==> config.mk <==
export PLATFORM = sky130hd
export DESIGN_NAME = drum_pattern_sequencer_flat
export DESIGN_NICKNAME = d
export VERILOG_FILES = /design/src/rtl/drum_pattern_sequencer_pkg.sv /design/src/rtl/drum_pattern_sequencer_if.sv /design/src/rtl/drum_event_ram.sv /design/src/rtl/drum_pattern_sequencer.sv /design/src/flat_wrapper.sv
export SDC_FILE = /design/constraint.sdc
export NUM_CORES = 2
export LEC_CHECK = 0
export CORE_UTILIZATION = 55
export DETAILED_ROUTE_END_ITERATION = 10
export PLACE_DENSITY = 0.73
export SLEW_MARGIN = 20
export SYNTH_ARGS = -nofsm -noshare
export SYNTH_HDL_FRONTEND = slang
export SYNTH_SLANG_ARGS = --single-unit
==> constraint.sdc <==
create_clock -name clk -period 13.7 [get_ports clk]
set_clock_uncertainty 0.1 [all_clocks]
set_input_delay 4.11 -clock clk [delete_from_list [all_inputs] [get_ports clk]]
set_output_delay 4.11 -clock clk [all_outputs]
set_load 0.01 [all_outputs]
==> src/rtl/drum_pattern_sequencer_pkg.sv <==
// Shared encodings for the drum pattern sequencer: mode values driven by the
// host and the FSM state type, so RTL and benches agree on them.
package drum_pattern_sequencer_pkg;

    localparam logic [1:0] SEQ_STOP = 2'd0;
    localparam logic [1:0] SEQ_REC  = 2'd1;
    localparam logic [1:0] SEQ_PLAY = 2'd2;
    localparam logic [1:0] SEQ_LOOP = 2'd3;

    typedef enum logic [2:0] {
        ST_IDLE       = 3'd0,
        ST_REC        = 3'd1,
        ST_PLAY_FETCH = 3'd2,
        ST_PLAY_WAIT  = 3'd3,
        ST_PLAY_EMIT  = 3'd4
    } seq_state_t;

endpackage

==> src/rtl/drum_pattern_sequencer_if.sv <==
// Trigger handshake towards the drum sound generator: the sequencer is the
// master (offers voice events), the sound generator is the slave.
interface drum_pattern_sequencer_if #(
    parameter int VOICE_W = 2
);
    logic               trig_valid;
    logic [VOICE_W-1:0] trig_voice;
    logic               trig_ready;

    modport master (output trig_valid, output trig_voice, input trig_ready);
    modport slave  (input trig_valid, input trig_voice, output trig_ready);
endinterface

==> src/rtl/drum_event_ram.sv <==
// Simple dual-port event RAM (one write, one read port) with a registered
// read: data for the address presented with rd_en_i appears one cycle later.
module drum_event_ram #(
    parameter int DATA_W = 31,
    parameter int DEPTH  = 128,
    parameter int ADDR_W = $clog2(DEPTH)
) (
    input  logic              clk,
    input  logic              wr_en_i,
    input  logic [ADDR_W-1:0] wr_addr_i,
    input  logic [DATA_W-1:0] wr_data_i,
    input  logic              rd_en_i,
    input  logic [ADDR_W-1:0] rd_addr_i,
    output logic [DATA_W-1:0] rd_data_o
);

    logic [DATA_W-1:0] mem_q [DEPTH];

    // NOTE: neither the array nor the read register has a reset; a reset
    // would prevent mapping onto a block RAM.
    always_ff @(posedge clk) begin
        if (wr_en_i) mem_q[wr_addr_i] <= wr_data_i;
        if (rd_en_i) rd_data_o <= mem_q[rd_addr_i];
    end

endmodule

==> src/rtl/drum_pattern_sequencer.sv <==
// Record/playback engine: timestamps key onsets into the event RAM and replays
// them in time order over the trigger handshake, optionally looping.
module drum_pattern_sequencer
    import drum_pattern_sequencer_pkg::*;
#(
    parameter int NUM_VOICES = 4,
    parameter int DEPTH      = 128,
    parameter int TS_WIDTH   = 29,
    parameter int VOICE_W    = $clog2(NUM_VOICES),
    parameter int ADDR_W     = $clog2(DEPTH)
) (
    input  logic                     clk,
    input  logic                     reset,
    input  logic                     tick,
    input  logic [1:0]               mode,
    input  logic                     start,
    input  logic [NUM_VOICES-1:0]    key_down,
    drum_pattern_sequencer_if.master trig_if,
    output logic [ADDR_W:0]          event_count,
    output logic                     overflow,
    output logic                     busy
);

    localparam int              DATA_W    = VOICE_W + TS_WIDTH;
    localparam logic [ADDR_W:0] DEPTH_CNT = (ADDR_W+1)'(DEPTH);

    seq_state_t            state_q, state_d;
    logic [NUM_VOICES-1:0] key_prev_q, pend_q, pend_d;
    logic [TS_WIDTH-1:0]   ts_q;
    logic [TS_WIDTH-1:0]   ts_lat_q [NUM_VOICES];
    logic [ADDR_W:0]       cnt_q, cnt_d, ptr_q, ptr_d, ptr_inc;
    logic                  ovf_q, ovf_d, loop_q, loop_d;
    logic                  ts_clr, wr_en, rd_en, trig_valid;

    logic [NUM_VOICES-1:0] onset, pend_all;
    logic                  grant_vld;
    logic [VOICE_W-1:0]    grant_idx;
    logic [TS_WIDTH-1:0]   grant_ts;
    logic [DATA_W-1:0]     rd_data;
    logic [VOICE_W-1:0]    ent_voice;
    logic [TS_WIDTH-1:0]   ent_ts;

    assign onset     = key_down & ~key_prev_q;
    assign pend_all  = pend_q | onset;
    assign ptr_inc   = ptr_q + 1'b1;
    assign ent_voice = rd_data[DATA_W-1 -: VOICE_W];
    assign ent_ts    = rd_data[TS_WIDTH-1:0];

    // Lowest pending voice wins; a voice whose onset is this cycle uses the live count.
    always_comb begin
        grant_vld = 1'b0;
        grant_idx = '0;
        for (int i = NUM_VOICES - 1; i >= 0; i--) begin
            if (pend_all[i]) begin
                grant_vld = 1'b1;
                grant_idx = VOICE_W'(i);
            end
        end
        grant_ts = onset[grant_idx] ? ts_q : ts_lat_q[grant_idx];
    end

    // NOTE: registers take non-blocking assignments; the combinational
    // next-state block below uses blocking ones.
    always_ff @(posedge clk) begin
        if (reset) begin
            state_q    <= ST_IDLE;
            key_prev_q <= '0;
            pend_q     <= '0;
            ts_q       <= '0;
            cnt_q      <= '0;
            ptr_q      <= '0;
            ovf_q      <= 1'b0;
            loop_q     <= 1'b0;
        end else begin
            state_q    <= state_d;
            key_prev_q <= key_down;
            pend_q     <= pend_d;
            cnt_q      <= cnt_d;
            ptr_q      <= ptr_d;
            ovf_q      <= ovf_d;
            loop_q     <= loop_d;
            if (ts_clr)                 ts_q <= '0;
            else if (tick && !(&ts_q))  ts_q <= ts_q + 1'b1;
        end
    end

    always_ff @(posedge clk) begin
        for (int v = 0; v < NUM_VOICES; v++) begin
            if (onset[v]) ts_lat_q[v] <= ts_q;
        end
    end

    always_comb begin
        // NOTE: every signal assigned here gets a default first, so no
        // path through the case can infer a latch.
        state_d    = state_q;
        pend_d     = pend_q;
        cnt_d      = cnt_q;
        ptr_d      = ptr_q;
        ovf_d      = ovf_q;
        loop_d     = loop_q;
        ts_clr     = 1'b0;
        wr_en      = 1'b0;
        rd_en      = 1'b0;
        trig_valid = 1'b0;

        unique case (state_q)
            ST_IDLE: begin
                pend_d = '0;
                if (start && mode == SEQ_REC) begin
                    state_d = ST_REC;
                    cnt_d   = '0;
                    ovf_d   = 1'b0;
                    ts_clr  = 1'b1;
                end else if (start && (mode == SEQ_PLAY || mode == SEQ_LOOP) && cnt_q != '0) begin
                    state_d = ST_PLAY_FETCH;
                    ptr_d   = '0;
                    ts_clr  = 1'b1;
                    loop_d  = (mode == SEQ_LOOP);
                end
            end
            ST_REC: begin
                if (mode != SEQ_REC) begin
                    state_d = ST_IDLE;
                    pend_d  = '0;
                end else begin
                    pend_d = pend_all;
                    if (grant_vld) begin
                        pend_d[grant_idx] = 1'b0;
                        if (cnt_q == DEPTH_CNT) begin
                            ovf_d = 1'b1;
                        end else begin
                            wr_en = 1'b1;
                            cnt_d = cnt_q + 1'b1;
                        end
                    end
                end
            end
            ST_PLAY_FETCH: begin
                rd_en   = 1'b1;
                state_d = ST_PLAY_WAIT;
            end
            ST_PLAY_WAIT: begin
                if (ts_q >= ent_ts) state_d = ST_PLAY_EMIT;
            end
            ST_PLAY_EMIT: begin
                trig_valid = 1'b1;
                if (trig_if.trig_ready) begin
                    state_d = ST_PLAY_FETCH;
                    ptr_d   = ptr_inc;
                    if (ptr_inc == cnt_q) begin
                        if (loop_q) begin
                            ptr_d  = '0;
                            ts_clr = 1'b1;
                        end else begin
                            state_d = ST_IDLE;
                        end
                    end
                end
            end
            default: state_d = ST_IDLE;
        endcase

        // Stop aborts playback from any play state, including mid-emit.
        if (mode == SEQ_STOP && state_q inside {ST_PLAY_FETCH, ST_PLAY_WAIT, ST_PLAY_EMIT})
            state_d = ST_IDLE;
    end

    drum_event_ram #(
        .DATA_W (DATA_W),
        .DEPTH  (DEPTH),
        .ADDR_W (ADDR_W)
    ) u_ram (
        .clk       (clk),
        .wr_en_i   (wr_en),
        .wr_addr_i (cnt_q[ADDR_W-1:0]),
        .wr_data_i ({grant_idx, grant_ts}),
        .rd_en_i   (rd_en),
        .rd_addr_i (ptr_q[ADDR_W-1:0]),
        .rd_data_o (rd_data)
    );

    assign trig_if.trig_valid = trig_valid;
    assign trig_if.trig_voice = trig_valid ? ent_voice : '0;
    assign event_count        = cnt_q;
    assign overflow           = ovf_q;
    assign busy               = (state_q != ST_IDLE);

endmodule

==> src/flat_wrapper.sv <==
// flat-port wrapper written by rule: the top's interface ports become plain ports
module drum_pattern_sequencer_flat import drum_pattern_sequencer_pkg::*;
#(
    parameter int NUM_VOICES = 4,
    parameter int DEPTH      = 128,
    parameter int TS_WIDTH   = 29,
    parameter int VOICE_W    = $clog2(NUM_VOICES),
    parameter int ADDR_W     = $clog2(DEPTH)
)
  (clk, reset, tick, mode, start, key_down, event_count, overflow, busy, trig_if_trig_valid, trig_if_trig_voice, trig_if_trig_ready);
  drum_pattern_sequencer_if #(.VOICE_W(VOICE_W)) trig_if_i ();
  input  logic clk;
  input  logic reset;
  input  logic tick;
  input  logic [1:0] mode;
  input  logic start;
  input  logic [NUM_VOICES-1:0] key_down;
  output logic [ADDR_W:0] event_count;
  output logic overflow;
  output logic busy;
  output wire logic [$bits(trig_if_i.trig_valid)-1:0] trig_if_trig_valid;
  output wire logic [$bits(trig_if_i.trig_voice)-1:0] trig_if_trig_voice;
  input wire logic [$bits(trig_if_i.trig_ready)-1:0] trig_if_trig_ready;
  assign trig_if_trig_valid = trig_if_i.trig_valid;
  assign trig_if_trig_voice = trig_if_i.trig_voice;
  assign trig_if_i.trig_ready = trig_if_trig_ready;
  drum_pattern_sequencer #(.NUM_VOICES(NUM_VOICES), .DEPTH(DEPTH), .TS_WIDTH(TS_WIDTH), .VOICE_W(VOICE_W), .ADDR_W(ADDR_W)) u_core (.clk(clk), .reset(reset), .tick(tick), .mode(mode), .start(start), .key_down(key_down), .trig_if(trig_if_i), .event_count(event_count), .overflow(overflow), .busy(busy));
endmodule
=== After elaboration in Yosys (flattened, before gate mapping) ===
Memories as Yosys holds them, arrays and structs flattened. A register that Yosys moved wholly into a read port is not among the register bits.
Cells that the tools add are included.

* Memory bits (read-only): 0
* Flip-flop bits (word level): 58
* Output and inout port bits: 13
* Memories: 2
* Memory bits (writable): 4,084
* Bits of input ports: 11
* Latch bits: 0

{| class="wikitable"
|+ Memories
! memory !! words !! bits a word !! rd ports !! clocked after Yosys merged registers in !! wr ports !! RTL line !! source
|-
| u_core.u_ram.mem_q || 128 || 31 || 1 || 1 || 1 || drum_event_ram.sv:17 || <nowiki>logic [DATA_W-1:0] mem_q [DEPTH];</nowiki>
|-
| u_core.ts_lat_q || 4 || 29 || 1 || 0 || 4 || drum_pattern_sequencer.sv:30 || <nowiki>logic [TS_WIDTH-1:0] ts_lat_q [NUM_VOICES];</nowiki>
|}

* Add/subtract/negate cells: 3
* Div/mod/pow operators: 0
* Magnitude comparators: 3
* Muxes and demuxes: 63
* Eq/ne operators: 21
* Reduce and logical (&&, ||, !) cells: 23
* Shift-type cells: 0
* Bitwise operators: 6
* Multipliers: 0

{| class="wikitable"
|+ Operators with widths
! kind !! number
|-
| 2-to-1 mux 8 bit || 9
|-
| one-hot mux 8 bit (2 select lines) || 2
|-
| 2-to-1 mux 1 bit || 31
|-
| adder 29 x 1 -> 29 bit (second input constant) || 1
|-
| greater-or-equal comparator 29 bit || 1
|-
| 2-to-1 mux 29 bit || 1
|-
| AND reduction 29 bit || 1
|-
| 2-to-1 mux 3 bit || 6
|-
| adder 8 x 1 -> 8 bit (second input constant) || 2
|-
| one-hot mux 3 bit (5 select lines) || 1
|-
| != test 2 x 1 -> 1 bit (second input constant) || 7
|-
| 2-to-1 mux 2 bit || 6
|-
| AND reduction 5 bit || 2
|-
| bitwise AND 4 bit || 2
|-
| equality test 8 bit || 1
|-
| equality test 8 bit (second input constant) || 1
|-
| 2-to-1 mux 4 bit || 2
|-
| != test 2 bit (second input constant) || 4
|-
| NOT 4 bit || 2
|-
| one-hot mux 4 bit (2 select lines) || 1
|-
| AND reduction 4 bit || 2
|-
| nonzero test 8 bit || 1
|-
| equality test 3 x 2 -> 1 bit (second input constant) || 2
|-
| logical AND 1 bit || 6
|-
| other kinds (20) || 25
|}

=== Depth between registers and ports, before layout ===
* Depth in word-level cells: 16
* Gate-level depth with buffers: 12

=== Cells and area by module ===
Synthesis repeated with hierarchy kept, for this count alone.

* Cell total of the unflattened synthesis: 6,560
* Area total of the unflattened synthesis: 160,076.0 µm²

{| class="wikitable"
|+ Modules (own cells, without submodules)
! module !! cells each !! area each (µm²) !! instances
|-
| drum_event_ram || 5,808 || 151,716.8 || 1
|-
| drum_pattern_sequencer || 752 || 8,359.3 || 1
|}

=== Least setup slack after synthesis ===
OpenSTA, ideal clock, no wires.

* Path type: in2reg
* From: in key_down[3]
* To: mem u_core.u_ram.mem_q[0][19] (data pin)
* Cell stages on the path: 7
* Arrival: 12.152 ns
* Data required time: 12.770 ns
* Path slack: 0.618 ns
* Path through: nor2b_1 -> o221ai_1 -> a21boi_1 -> buf_1 -> mux2_2 -> a222oi_1 -> o21ai_1

* Word-level cells in the longest chain between the ends: 9
* Elaborated cells between the ends (all ways): 10

{| class="wikitable"
|+ Ends and longest elaborated chain
! item !! RTL line !! source
|-
| from (decl) || flat_wrapper.sv:17 || <nowiki>input logic [NUM_VOICES-1:0] key_down;</nowiki>
|-
| bitwise AND 4 bit (*) || drum_pattern_sequencer.sv:43 || <nowiki>assign onset = key_down & ~key_prev_q;</nowiki>
|-
| OR 4 bit (*) || drum_pattern_sequencer.sv:44 || <nowiki>assign pend_all = pend_q | onset;</nowiki>
|-
| 2-to-1 mux 2 bit (*) (4 in series) || drum_pattern_sequencer.sv:54 || <nowiki>if (pend_all[i]) begin</nowiki>
|-
| net u_core.grant_idx[0] || drum_pattern_sequencer.sv:37 || <nowiki>logic [VOICE_W-1:0] grant_idx;</nowiki>
|-
| binary-select mux 1 bit (select 2 bit) || drum_pattern_sequencer.sv:59 || <nowiki>grant_ts = onset[grant_idx] ? ts_q : ts_lat_q[grant_idx];</nowiki>
|-
| 2-to-1 mux 1 bit (not written as such) || drum_pattern_sequencer.sv:59 ||
|-
| 2-to-1 mux 29 bit (*) || drum_pattern_sequencer.sv:59 ||
|-
| net u_core.grant_ts[19] || drum_pattern_sequencer.sv:38 || <nowiki>logic [TS_WIDTH-1:0] grant_ts;</nowiki>
|-
| to (decl) || drum_event_ram.sv:17 ||
|}

The timed path passes the listed nets; every way through them passes the cells marked *. The select of a mux whose other input is x is not followed.

=== Worst setup path after layout ===
* From: in key_down[3]
* To: mem u_core.u_ram.mem_q[25][0] (data pin)

* Word-level cells in the longest chain between the ends: 9
* Elaborated cells between the ends (all ways): 10

{| class="wikitable"
|+ Ends and longest elaborated chain
! item !! RTL line !! source
|-
| bitwise AND 4 bit (*) || drum_pattern_sequencer.sv:43 ||
|-
| net u_core.onset[3] || drum_pattern_sequencer.sv:35 || <nowiki>logic [NUM_VOICES-1:0] onset, pend_all;</nowiki>
|-
| OR 4 bit || drum_pattern_sequencer.sv:44 ||
|-
| 2-to-1 mux 2 bit (4 in series) || drum_pattern_sequencer.sv:54 ||
|-
| binary-select mux 1 bit (select 2 bit) || drum_pattern_sequencer.sv:59 ||
|-
| 2-to-1 mux 1 bit (not written as such) || drum_pattern_sequencer.sv:59 ||
|-
| 2-to-1 mux 29 bit (*) || drum_pattern_sequencer.sv:59 ||
|-
| net u_core.grant_ts[0] || drum_pattern_sequencer.sv:38 ||
|}

Marked as above.

==> flow_summary.ini <==
[outcome]
outcome = complete, no violations

[placed_design]
post_dp_cell_area_um2 = 168000
io_buffers = 23
gp_congestion = 0.9906
post-dp-hpwl_um = 253500

[worst_setup_path]
cpPeakStageDelay_ps = 900
critical_path.cell_chain = clkdlybuf4s50_1, nor2b_2, buf_4, o221ai_1, a21boi_4, buf_4, mux2_1, a222oi_1, o21ai_4, buf_4, buf_4
crit_path_start_kind = input port
cp_top_family = buffers and inverters
slowest_stage = buf_4
critPathCaptureType = flip-flop
crit_arrival_ps = 9730
cp_max_fo = 77
worstPathRequired_ps = 14200
criticalPathCategory = in -> reg
path_buf_inv = 5
cpMostUsedCell = buf_4

[min_path]
min_path_type = reg -> reg

[cts]
cts_tree = built
hold_buffers = 0
post-cts-setup-buffer-count = 0
clockBufferDepth = 4
clk_latency_ps = 950
path_clk_slew_ps = 60
cts.sinks = 4173
htreeDepth = 5
cts_root_buffer = clkbuf_16
cts_buffers = 411
ctsResizeCount = 0

[global_routing]
grt_max_degree = 129
overflow = 0
antenna_found_initial = 22
first_global_vias = 81176
grtUsageTotal_pct = 28.74
grt_pass1_wl_um = 598300

[synth]
ys.flop_type = edfxtp_1
synth.avg_cell_area_um2 = 20.10
synth_edf_count = 4115
yosysTopAreaCell = edfxtp_1
synth_top_area_share_pct = 76.66
yosys_warnings = 0
synth_area_leaders = edfxtp_1 77%, mux4_2 9.4%, mux2i_1 4.8%
syn_inst = 8018
yosysSeqAreaShare_pct = 77.38
synthesis.area_um2 = 161200
ys_ff_latch = 4173
synth_cell_types = 79
synth_nets = 8062
ys_async_sr_fraction_pct = 0

[cells_and_area]
layout_common_cells = 4115 x edfxtp_1, 768 x mux2i_1, 674 x mux4_2
multi_input_area_um2 = 35510
layout_commonest_cell = edfxtp_1
seq_area_um2 = 124700
drive_gt1_share_pct = 20.26
layout.nets = 8323
fillers = 19237
syn_to_final_growth_pct = 12.99
stdcell_area_um2 = 182100

[floorplan]
fp-row-count = 198
dieArea_um2 = 295200
floorplan.initialDensity_pct = 55.33
die_x_um = 543.4
die_y_um = 543.4
io_pins = 24
core_um2 = 291300

[drt]
first_pass_iters = 9
vias = 83441
drtIter0Drc = 12052
wl_per_cell_um = 34.57
ant_nets = 0
drc_errors = 0
drt-total-wl_um = 432600
viasPerCell = 6.669

[timing]
relSlewSlack_pct = 11.00
holdWs_ps = 402.2
post-route-period-util_pct = 67.33
tns_ps = 0
rsz0062_at_grt = false
slew_violations = 0
finalHoldViolCount = 0
period_needed_ps = 9224
fmax_ghz = 0.1084
setup_viol = 0
worstMarginPinSlew_ps = 1323

[flow_run]
cap_violations = 0

[power]
ir_worst_vdd_v = 0.0001431
p_per_area_nw_per_um2 = 141.4
p_leak_nw = 52.43
## state kept, by name (all words and copies together), names as in the netlist
| name | cells |
|---|---|
| u_core.event_count | 8 |
| u_core.key_prev_q | 4 |
| u_core.loop_q | 1 |
| u_core.overflow | 1 |
| u_core.pend_q | 4 |
| u_core.ptr_q | 8 |
| u_core.state_q | 3 |
| u_core.ts_lat_q | 116 |
| u_core.ts_q | 29 |
| u_core.u_ram.mem_q | 3968 |
| u_core.u_ram.rd_data_o | 31 |
## worst reg2reg max path, delay by kind of cell (launching register included)
family / cells / cell delay [ps]
buffers and inverters: 4 / 2790
AOI/OAI and AO/OA: 2 / 1210
DFF: 1 / 680
and+or+nand+nor: 2 / 310
muxes: 1 / 660
## final timing paths
kind | start | cells past startpoint | endpoint | slack [ps]
min reg2reg | u_core.pend_q[3] | 2 | u_core.pend_q[3] | 400
max reg2reg | u_core.ptr_q[0] | 9 | u_core.u_ram.rd_data_o[21] | 7640
min | u_core.pend_q[3] | 2 | u_core.pend_q[3] | 400
max | key_down[3] | 11 | u_core.u_ram.mem_q[25][0] | 4480
## per-layer routing
layer | vias up | global-route usage [%] | wire length [µm]
met3 | 1044 | 6.358 | 47430
met5 | - | 0 | 161
li1 | 33594 | - | -
met1 | 43243 | 38.20 | 154100
met2 | 5538 | 44.85 | 204600
met4 | 22 | 15.10 | 26200
## final cells by class
| class | instances | area share, % |
|---|---|---|
| flip-flops and latches | 4173 | 68.49 |
| inverters | 48 | 0.1037 |
| repair buffers | 297 | 1.956 |
| well taps | 3900 | 2.679 |
| diodes | 8 | 0.01099 |
| multi-input cells | 3348 | 19.50 |
| clock inverters | 249 | 1.366 |
| clock buffers | 488 | 5.892 |
## stage by stage
stage | cells | util [%] | total power [W] | setup WS [ps]
5_1_grt | 12504 | 62.51 | 0.02627 | 4331
3_5_place_dp | 11730 | 57.67 | 0.01479 | 3446
3_3_place_gp | 11695 | 57.38 | 0.01476 | 3686
2_1_floorplan | 8018 | - | 0.01458 | 618.5
6_report | 12511 | 62.51 | 0.02575 | 4476
4_1_cts | 12467 | 62.21 | 0.02579 | 4383
## cell families (layout without fill, tap and decap cells)
family / count (synthesis) / count (layout) / synth area share (%)
buffers and inverters: 497 / 1082 / 1.445
other: 0 / 8 / 0
flip-flops: 4173 / 4173 / 77.38
XOR/XNOR: 40 / 40 / 0.2173
multiplexers: 1471 / 1471 / 14.39
AO/OA/AOI/OAI: 832 / 832 / 3.551
AND/OR/NAND/NOR: 972 / 972 / 2.759
adder cells (fa/ha/maj): 33 / 33 / 0.2562
## report_power, final
group / internal, W / leakage, nW / switching [W]
clock: 0.00647 / 6.47 / 0.00475
sequential: 0.0141 / 35.5 / 0.00000782
combinational: 0.0000478 / 10.5 / 0.000376
## synthesized netlist by cell type (all sizes together), types with 7 or more instances
master,count
a21o,9
a21oi,182
a221o,8
a221oi,17
a222oi,29
a22o,21
a22oi,339
a31oi,26
a41oi,11
and2,7
buf,288
clkbuf,161
dfxtp,58
edfxtp,4115
ha,33
inv,47
mux2,29
mux2i,768
mux4,674
nand2,404
nand2b,11
nand3,152
nand4,77
nor2,212
nor2b,19
nor3,33
nor4,13
o21ai,88
o22ai,28
o31ai,34
xnor2,30
xor2,10
Note: power is estimated with default switching activity, not from simulation.
